**config.mk**
```make
export PLATFORM = sky130hd
export DESIGN_NAME = aes_uart_ctrl
export DESIGN_NICKNAME = d
export VERILOG_FILES = /design/src/rtl/aes_uart_ctrl.sv
export SDC_FILE = /design/constraint.sdc
export NUM_CORES = 1
export LEC_CHECK = 0
export ABC_AREA = 1
export ABC_CLOCK_PERIOD_IN_PS = 3000
export BUFFER_PORTS_ARGS = -buffer_cell sky130_fd_sc_hd__buf_2
export CAP_MARGIN = 15
export CORE_UTILIZATION = 40
export CTS_CLUSTER_SIZE = 12
export DETAILED_ROUTE_END_ITERATION = 10
export GPL_ROUTABILITY_DRIVEN = 0
export PLACE_DENSITY = 0.65
export SKIP_CTS_REPAIR_TIMING = 1
export SLEW_MARGIN = 5
export SYNTH_ARGS = -nofsm -noshare
export SYNTH_HDL_FRONTEND = slang
export SYNTH_SLANG_ARGS = --single-unit
```
**constraint.sdc**
```tcl
create_clock -name clk -period 3 [get_ports clk]
set_input_delay 0.6 -clock clk [delete_from_list [all_inputs] [get_ports clk]]
set_output_delay 0.6 -clock clk [all_outputs]
set_load 0.1 [all_outputs]
```
**src/rtl/aes_uart_ctrl.sv**
```systemverilog
// Byte-stream sequencer: 16 RX bytes -> AES block -> 16 TX ciphertext bytes.
// Optional RX inter-byte timeout enabled by defining AES_RX_TIMEOUT_EN.
module aes_uart_ctrl #(
    parameter int AES_LAT = 2,
    parameter int RX_TMO  = 1000000
) (
    input  logic         clk,
    input  logic         rst_n,
    input  logic [7:0]   rx_data,
    input  logic         rx_valid,
    output logic [127:0] aes_in,
    output logic         aes_en,
    input  logic [127:0] aes_out,
    input  logic         aes_chk,
    output logic [7:0]   tx_data,
    output logic         tx_valid,
    input  logic         tx_ready,
    output logic         busy,
    output logic         done,
    output logic         chk_ok,
    output logic         ovr,
    output logic         tmo
);

    localparam int LW = $clog2(AES_LAT + 1);

    typedef enum logic [1:0] {
        RECV,
        CRYPT,
        SEND
    } state_t;

    state_t         state;
    state_t         state_nxt;
    logic [3:0]     cnt;
    logic [3:0]     txcnt;
    logic [LW-1:0]  lat;
    logic [127:0]   shift;
    logic           rx_last;
    logic           lat_last;
    logic           tx_fire;
    logic           tx_last;
    logic           tmo_hit;

    assign rx_last  = (state == RECV) && rx_valid && (cnt == 4'd15);
    assign lat_last = (state == CRYPT) && (lat == LW'(AES_LAT - 1));
    assign tx_fire  = (state == SEND) && tx_ready;
    assign tx_last  = tx_fire && (txcnt == 4'd15);
    assign tx_data  = shift[127:120];

    always_ff @(posedge clk or negedge rst_n) begin
        if (!rst_n) begin
            state <= RECV;
        end else begin
            state <= state_nxt;
        end
    end

    always_comb begin
        state_nxt = state;
        aes_en    = 1'b0;
        tx_valid  = 1'b0;
        busy      = 1'b1;
        unique case (state)
            RECV: begin
                busy = 1'b0;
                if (rx_last) state_nxt = CRYPT;
            end
            CRYPT: begin
                aes_en = 1'b1;
                if (lat_last) state_nxt = SEND;
            end
            SEND: begin
                tx_valid = 1'b1;
                if (tx_last) state_nxt = RECV;
            end
            default: state_nxt = RECV;
        endcase
    end

    always_ff @(posedge clk or negedge rst_n) begin
        if (!rst_n) begin
            cnt    <= '0;
            txcnt  <= '0;
            lat    <= '0;
            aes_in <= '0;
            shift  <= '0;
            chk_ok <= 1'b0;
            done   <= 1'b0;
            ovr    <= 1'b0;
        end else begin
            done <= tx_last;
            ovr  <= rx_valid && (state != RECV);
            // First received byte lands in the MSB lane.
            if ((state == RECV) && rx_valid) begin
                aes_in[{~cnt, 3'b000} +: 8] <= rx_data;
                cnt <= cnt + 4'd1;
            end else if (tmo_hit) begin
                cnt <= '0;
            end
            if (state == CRYPT) begin
                lat <= lat_last ? '0 : lat + LW'(1);
            end else begin
                lat <= '0;
            end
            if (lat_last) begin
                shift  <= aes_out;
                chk_ok <= aes_chk;
            end else if (tx_fire) begin
                shift <= shift << 8;
                txcnt <= txcnt + 4'd1;
            end
        end
    end

`ifdef AES_RX_TIMEOUT_EN
    localparam int IW = $clog2(RX_TMO + 1);

    logic [IW-1:0] idle;

    assign tmo_hit = (state == RECV) && (cnt != 4'd0) && !rx_valid &&
                     (idle == IW'(RX_TMO - 1));

    always_ff @(posedge clk or negedge rst_n) begin
        if (!rst_n) begin
            idle <= '0;
            tmo  <= 1'b0;
        end else begin
            tmo <= tmo_hit;
            if ((state != RECV) || rx_valid || (cnt == 4'd0) || tmo_hit) begin
                idle <= '0;
            end else begin
                idle <= idle + IW'(1);
            end
        end
    end
`else
    logic unused_cfg;

    assign unused_cfg = (RX_TMO > 0);
    assign tmo_hit    = 1'b0;
    assign tmo        = 1'b0;
`endif

endmodule

```
# After elaboration in Yosys (flattened, before gate mapping)
# Cells that the tools add are included.
[totals] reg_bits=271 elab_cells=48
[classes] add_sub_neg=4 eq_ne=8 shifts=2 muxes=12 bitwise_logic=2 n_reduce_logical=11
[ops] cell="$mux 128" count=2
[ops] cell="$bwmux 128" count=1
[ops] cell="$shift 8x9->128 const A" count=1
[ops] cell="$shiftx 8x9->128" count=1
[ops] cell="$mux 2" count=5
[ops] cell="$neg 7->9" count=1
[ops] cell="$add 4x1->4 const B" count=2
[ops] cell="$eq 4x4->1 const B" count=2
[ops] cell="$logic_and 1x1->1" count=6
[ops] cell="$ne 2x2->1 const B" count=3
[ops] cell="$pmux 2 s3" count=1
[ops] cell="$eq 2x1->1 const B" count=2
[ops] cell="$not 4->4" count=1
[ops] cell="$reduce_bool 2->1" count=2
[ops] cell="$mux 1" count=3
[ops] cell="$reduce_and 3->1" count=1
[ops] cell="$add 2x1->2 const B" count=1
[ops] cell="$eq 2x2->1 const B" count=1
[ops] cell="$logic_not 2->1" count=1
[ops] cell="$reduce_and 2->1" count=1
[ops] cell="$not 1->1" count=1

# Depth between registers and ports, before layout
# Gate-level depths: netlist of run 1.
[logic_depth] depth_word=5 mapped_depth=10 ltp_nobuf=9

# Least setup slack after synthesis of run 1
# Ideal clock, no wire load.
[synth_path] path_kind="register to register" startpoint="reg state[0]" endpoint="reg shift[100]" setup_time_ns=0.124 t_arrival_ns=2.700 path_slack_ns=0.176 path_stages_with_launch=9 path_buffers=2 path_cell_list="dfrtp_1 > nor2_1 > nand2_1 > inv_2 > nor2_1 > buf_2 > clkbuf_1 > nand2_1 > nand3_1"
[synth_via] elab_chain_cells=3
[synth_rtl] element="from (decl)" line_no="33" rtl="state_t state;"
[synth_rtl] element="from (signal assigned)" line_no="55" rtl="state <= state_nxt;"
[synth_rtl] element="$eq 2x1->1 or $eq 2x2->1 (tied branches)" line_no="46, 47"
[synth_rtl] element="$logic_and 1x1->1, on equally long branches" line_no="46, 47"
[synth_rtl] element="$mux 128 or $reduce_bool 2->1 (tied branches)"
[synth_rtl] element="to (signal assigned)" line_no="107" rtl="shift <= aes_out;"
[synth_rtl] element="to (signal assigned)" line_no="110" rtl="shift <= shift << 8;"
[synth_rtl] element="to (decl)" line_no="38" rtl="logic [127:0] shift;"
# Several ways; a longest one is shown, not always the timed one.
# A chain may end at the register's enable or synchronous reset.

# Final worst setup path of run 1
[layout_path] startpoint="reg cnt[0]" endpoint="reg aes_in[46]"
[layout_via] elab_chain_cells=4
[layout_rtl] element="from (decl)" line_no="35" rtl="logic [3:0] cnt;"
[layout_rtl] element="from (signal assigned)" line_no="97" rtl="cnt <= cnt + 4'd1;"
[layout_rtl] element="$not 4->4 (*)" line_no="96" rtl="aes_in[{~cnt, 3'b000} +: 8] <= rx_data;"
[layout_rtl] element="$neg 7->9 (*)" line_no="96"
[layout_rtl] element="$shiftx 8x9->128 or $shift 8x9->128 (tied branches)" line_no="96"
[layout_rtl] element="$bwmux 128 (*)" line_no="96"
[layout_rtl] element="to (signal, indexed assignment)" line_no="96"
[layout_rtl] element="to (decl)" line_no="11" rtl="output logic [127:0] aes_in,"
# Every way passes the cells marked *; elsewhere a longest branch is shown, timed or not.

==> metrics.md, run 1 <==
| Metric | Value |
|---|---|
| Lkg Pwr | `7.91 nW` |
| Pre-antenna DRT Iters | `5` |
| TritonCTS sink count | `271` |
| Max_cap viols | `0` |
| DP Wirelength | `22100 µm` |
| Power Dens Cells | `1200 nW/µm²` |
| Max Root-Sink Buffers | `3` |
| Final Critical Period | `2.62 ns` |
| Synth area leader | `dfrtp_1` |
| Crit-path cells | `buf_4 -> inv_2 -> nor2_1 -> nand2_1 -> nand2_1 -> nor2_8 -> nand2_1 -> nand2_1 -> nand2_1` |
| Largest stage delay, worst path | `0.58 ns` |
| Yosys reg bits | `271` |
| Share of layout cells above drive strength 1 | `21.3%` |
| Most common cell after layout, fill and taps aside | `nand2_1` |
| Crit path max fanout | `37` |
| Mapped Avg Cell Area | `8.22 µm²` |
| Worst skew pair latency | `0.56 ns` |
| Startpoint Class | `flop` |
| # IOs | `284` |
| Vias/cell | `4.94` |
| Achievable Freq | `382 MHz` |
| Final-report setup violation count | `0` |
| GR Overflow Total | `0` |
| Die span in y | `173 µm` |
| Synth-to-layout area growth | `23.1%` |
| Routed WL | `32400 µm` |
| CTS tree | `done` |
| Clk slew on worst S/H paths | `0.06 ns` |
| DRT iter0 DRCs | `826` |
| Most used cell, CP | `nand2_1` |
| Share of the synthesized area in the top cell type | `57.9%` |
| WHS | `0.249 ns` |
| Initial Utilization | `40.7%` |
| Vias | `10300` |
| CTS Buf Count | `30` |
| Rel. slew slack | `46.3%` |
| I/O Buffers | `282` |
| DRC Markers | `0` |
| Antenna violations before repair | `5` |
| Register area | `6780 µm²` |
| Sequential area share after synthesis | `57.9%` |
| Crit-path slowest cell | `nor2_8` |
| Data arrival, critical path | `3.05 ns` |
| Routed Antenna Nets | `0` |
| Rows | `62` |
| Ys Warns | `0` |
| Worst VDD drop | `1.13 mV` |
| Syn_nets | `1569` |
| Crit. End Element | `flop` |
| Hold Vio Cnt, Final | `0` |
| Synth unique cells | `24` |
| Worst hold path class | `primary input to flop` |
| Critical path class | `flop to flop` |
| Fillers | `2835` |
| H-tree depth | `1` |
| First-pass GRT wire length | `52600 µm` |
| Required time of the critical path | `3.44 ns` |
| RSZ-0062 raised after global routing | `false` |
| Die area | `29900 µm²` |
| Synthesized cell area | `11700 µm²` |
| Slew @ Worst Pin | `0.804 ns` |
| Setup Skew | `0.0136 ns` |
| Pin count of the biggest net entering global routing | `131` |
| Area occupied by multi-input gates | `4340 µm²` |
| Final Cycle Share | `87.2%` |
| Root buf cell | `clkbuf_16` |
| Number of global-route vias before repair | `9920` |
| Cells after synthesis | `1424` |
| Fin nets | `1817` |
| Gr usage total | `21.8%` |
| Most frequent cells in the layout | `686 x nand2_1, 281 x buf_2, 271 x dfrtp_1` |
| Setup_tns | `0 ns` |
| Core Box Area | `28800 µm²` |
| Slew Limit Fails | `0` |
| Outcome | `complete, no violations` |
| Power, Total | `17.2 mW` |
| Synth area leaders | `dfrtp_1 58%, nand2_1 22%, nand3_1 7.1%, nand4_1 2.2%, nor2_1 2.0%` |
| Width of the die | `173 µm` |
| Routed len/inst | `15.6 µm` |
==> synthesized netlist by cell type <==
cell type,number
o21ai_0,37
nor3_1,3
buf_2,25
nor2_8,1
xnor2_1,2
nor2_1,63
ha_1,4
buf_1,5
inv_2,2
nand3_1,165
nand4_1,42
conb_1,1
nor2_4,1
xor2_1,2
buf_4,13
inv_1,45
nand2_2,1
nand2_1,686
clkbuf_1,37
nor2_2,6
inv_4,1
o211ai_1,8
buf_6,3
dfrtp_1,271
==> final timing paths <==
path / slack (ns) / cells past startpoint / end / start
max: 0.38 / 9 / aes_in[46] / cnt[0]
min: 0.25 / 3 / chk_ok / aes_chk
max reg2reg: 0.38 / 9 / aes_in[46] / cnt[0]
min reg2reg: 0.46 / 1 / lat[1] / lat[0]
max in group asynchronous: 1.61 / 3 / shift[55] / rst_n
min in group asynchronous: 0.55 / 2 / aes_in[16] / rst_n
==> power breakdown <==
part	internal (mW)	total (mW)	switching [mW]	leakage, nW
clock	2.08	3.57	1.49	0.486
combinational	1.32	8.27	6.95	3.79
sequential	4.76	5.41	0.655	3.64
total	8.15	17.2	9.09	7.91
==> critical path, delay by kind of cell, from the launching register on <==
| kind | cells | cell delay, ns |
|---|---|---|
| flops | 1 | 0.39 |
| simple gates | 7 | 1.72 |
| buf+inv | 2 | 0.36 |
==> layer usage <==
metal / track usage (%) / vias up / part of all wire, %
met1: 31.0 / 4931 / 46
met5: 0 / - / 0
met4: 7.52 / 0 / 2.9
met3: 3.69 / 56 / 5.8
met2: 33.7 / 296 / 45
li1: - / 5010 / -
==> per-stage QoR <==
stage / util, % / std cells / instance area [µm²] / setup slack [ns]
3_5_place_dp: 46.6 / 2023 / 13400 / 0.456
2_1_floorplan: - / 1424 / 11700 / 0.176
5_1_grt: 50.0 / 2083 / 14400 / 0.142
4_1_cts: 50.0 / 2077 / 14400 / 0.435
6_report: 50.0 / 2083 / 14400 / 0.383
3_3_place_gp: 46.6 / 2023 / 13400 / 0.581
==> registers in the layout, summed over array words and instances, names as in the netlist <==
register and flops:
aes_in 128, shift 128, cnt 4, txcnt 4, lat 2, state 2
chk_ok 1, done 1, ovr 1
==> final cells by class <==
| cell class | instances | share of cell area, % |
|---|---|---|
| flip-flops and latches | 271 | 47.1 |
| multi-input cells | 1022 | 30.1 |
| repair buffers | 299 | 11.4 |
| clock buffers | 45 | 6.30 |
| well taps | 384 | 3.34 |
| inverters | 48 | 1.28 |
| clock inverters | 9 | 0.417 |
| diodes | 5 | 0.0869 |
==> logic make-up after synthesis <==
group,after synthesis,share of synthesized area (%)
simple gates,968,34.1
buf+inv,131,5.10
compound gates,45,2.10
xor+xnor,4,0.299
flops,271,57.9
fa+ha+maj,4,0.428
other cells,1,0.0320
No activity file was read; power rests on OpenSTA's default activity.
==> inputs of run 2 (changes only) <==
Settings changed: CORE_UTILIZATION 40 to 23, PLACE_DENSITY 0.65 to 0.43.
==> run 2 against run 1 <==
Effect of this change:
- register-to-register slack gained 0.15 ns
- die area up 73%
- setup slack gained 0.15 ns
- largest power group unchanged
- highest routed layer is now met5
- total power is 4.3% higher
- routed wire length rose by 22%
==> metrics.md, run 2 (synthesized netlist as in run 1, its figures left out) <==
| Metric | Value |
|---|---|
| H-tree depth | `2 (was 1)` |
| Slew Limit Fails | `0 (unchanged)` |
| Most common cell after layout, fill and taps aside | `nand2_1 (unchanged)` |
| Setup_tns | `0 ns (unchanged)` |
| Initial Utilization | `23.3% (was 40.7%)` |
| # IOs | `284 (unchanged)` |
| Reg-to-reg startpoint | `cnt[1] (was cnt[0])` |
| Slew @ Worst Pin | `0.633 ns (was 0.804 ns)` |
| Critical path depth in cells | `8 (was 9)` |
| I/O Buffers | `282 (unchanged)` |
| Pre-antenna DRT Iters | `5 (unchanged)` |
| Crit-path cells | `inv_1 -> ha_1 -> inv_1 -> nand3_1 -> nor2_2 -> nand3_1 -> nand2_1 -> nand2_1 (was buf_4 -> inv_2 -> nor2_1 -> nand2_1 -> nand2_1 -> nor2_8 -> nand2_1 -> nand2_1 -> nand2_1)` |
| Worst hold path class | `primary input to flop (unchanged)` |
| Power Dens Cells | `1200 nW/µm² (about the same)` |
| Lkg Pwr | `8.02 nW (was 7.91 nW)` |
| Rows | `82 (was 62)` |
| Placed Area | `13800 µm² (was 13400 µm²)` |
| Routed Antenna Nets | `0 (unchanged)` |
| Synth-to-layout area growth | `28.0% (was 23.1%)` |
| Width of the die | `228 µm (was 173 µm)` |
| Startpoint Class | `flop (unchanged)` |
| Critical path's top delay family | `simple AND/OR/NAND/NOR gates (unchanged)` |
| CTS tree | `done (unchanged)` |
| GR Overflow Total | `0 (unchanged)` |
| Met3 GRT Util | `3.01% (was 3.69%)` |
| Hold Vio Cnt, Final | `0 (unchanged)` |
| DP Wirelength | `28100 µm (was 22100 µm)` |
| Die span in y | `228 µm (was 173 µm)` |
| First-pass GRT wire length | `61000 µm (was 52600 µm)` |
| Reg2Reg Depth | `8 (was 9)` |
| Vias | `10300 (about the same)` |
| Crit path capture | `aes_in[99] (was aes_in[46])` |
| Data arrival, critical path | `2.89 ns (was 3.05 ns)` |
| Rel. slew slack | `57.7% (was 46.3%)` |
| Antenna violations before repair | `4 (was 5)` |
| Fillers | `5471 (was 2835)` |
| Required time of the critical path | `3.42 ns (was 3.44 ns)` |
| Max_cap viols | `0 (unchanged)` |
| Share of layout cells above drive strength 1 | `21.6% (was 21.3%)` |
| Final Cycle Share | `82.1% (was 87.2%)` |
| Number of global-route vias before repair | `10500 (was 9920)` |
| Crit path max fanout | `13 (was 37)` |
| TritonCTS sink count | `271 (unchanged)` |
| Critical path class | `flop to flop (unchanged)` |
| Final Critical Period | `2.46 ns (was 2.62 ns)` |
| Root buf cell | `clkbuf_16 (unchanged)` |
| Critical path origin | `cnt[1] (was cnt[0])` |
| Core Box Area | `50200 µm² (was 28800 µm²)` |
| Gr usage total | `15.4% (was 21.8%)` |
| Max Root-Sink Buffers | `3 (unchanged)` |
| Top Registers | `aes_in: 128 flops, shift: 128 flops (unchanged)` |
| Routed WL | `39400 µm (was 32400 µm)` |
| Clk slew on worst S/H paths | `0.06 ns (about the same)` |
| Fin nets | `1828 (was 1817)` |
| WHS | `0.288 ns (was 0.249 ns)` |
| Most frequent cells in the layout | `686 x nand2_1, 281 x buf_2, 271 x dfrtp_1 (unchanged)` |
| GR Layer Usage met1 | `21.3% (was 31.0%)` |
| DRC Markers | `0 (unchanged)` |
| Final-report setup violation count | `0 (unchanged)` |
| Buf/Inv on CP | `2 (unchanged)` |
| Met2 capacity usage during global routing | `23.7% (was 33.7%)` |
| Grt peak-use layer | `met2 (unchanged)` |
| CTS Buf Count | `35 (was 30)` |
| DRT iter0 DRCs | `627 (was 826)` |
| Setup Skew | `0.0137 ns (was 0.0136 ns)` |
| RR Endpoint | `aes_in[99] (was aes_in[46])` |
| Crit. End Element | `flop (unchanged)` |
| Vias/cell | `4.33 (was 4.94)` |
| Routed len/inst | `16.6 µm (was 15.6 µm)` |
| Largest stage delay, worst path | `0.47 ns (was 0.58 ns)` |
| RSZ-0062 raised after global routing | `false (unchanged)` |
| Worst VDD drop | `0.847 mV (was 1.13 mV)` |
| Achievable Freq | `406 MHz (was 382 MHz)` |
| Cell area after layout | `15000 µm² (was 14400 µm²)` |
| R2r setup slk | `0.54 ns (was 0.38 ns)` |
| Die area | `51800 µm² (was 29900 µm²)` |
| Worst skew pair latency | `0.54 ns (was 0.56 ns)` |
| Outcome | `complete, no violations (unchanged)` |
| Pin count of the biggest net entering global routing | `115 (was 131)` |
| Crit-path slowest cell | `nor2_2 (was nor2_8)` |
[run 2: changes by cell type in the layout (fill, tap and decap cells not counted), moves of 3 or more]
cell       delta
clkbuf_16     +7
clkbuf_8      -3
buf_4         +4
clkbuf_1      +6
[run 2: where the power goes]
group,switching [mW],internal (mW),total [mW]
combinational,7.11,1.35,8.46
clock,1.61,2.51,4.12
sequential,0.652,4.76,5.41
total,9.37,8.61,18.0
[run 2: through the flow]
step	cells	setup WS [ns]	power (mW)	util (%)
floorplan	1424	0.176	12.1	-
global placement	2317	0.621	13.9	27.6
detailed placement	2317	0.528	14.0	27.6
CTS	2378	0.491	18.2	29.8
global route	2382	0.261	19.0	29.9
finish	2382	0.536	18.0	29.9
[run 2: layout make-up]
| type | count | area, µm² | share of cell area, % |
|---|---|---|---|
| flip-flops and latches | 271 | 6780 | 45.3 |
| multi-input cells | 1022 | 4340 | 29.0 |
| repair buffers | 305 | 1710 | 11.4 |
| clock buffers | 55 | 1060 | 7.10 |
| well taps | 672 | 841 | 5.61 |
| inverters | 48 | 184 | 1.23 |
| clock inverters | 6 | 55.1 | 0.367 |
| diodes | 3 | 7.51 | 0.0501 |
[run 2: worst register-to-register path: stages, from the launching register on]
cell	delay [ns]
dfrtp_1	0.46
inv_1	0.07
ha_1	0.29
inv_1	0.26
nand3_1	0.22
nor2_2	0.47
nand3_1	0.38
nand2_1	0.15
nand2_1	0.07
[run 2: how the worst min path moves through the flow]
stage                       startpoint          to  slack, ns  depth (start not counted)
final                      aes_out[90]   shift[90]       0.29                          3
after CTS                        rst_n   shift[53]      -0.03                          1
after global placement          lat[0]      lat[0]       0.44                          1
after global routing      aes_out[123]  shift[123]       0.28                          3
after detailed placement        lat[0]      lat[0]       0.45                          1
after floorplan                  rst_n   aes_in[0]       0.30                          0
[run 2: routing by layer]
metal | vias up | wire (µm)
met3 | 59 | 1810
met2 | 226 | 18100
met1 | 4988 | 18400
met5 | - | 12
li1 | 5036 | -
met4 | 2 | 1130
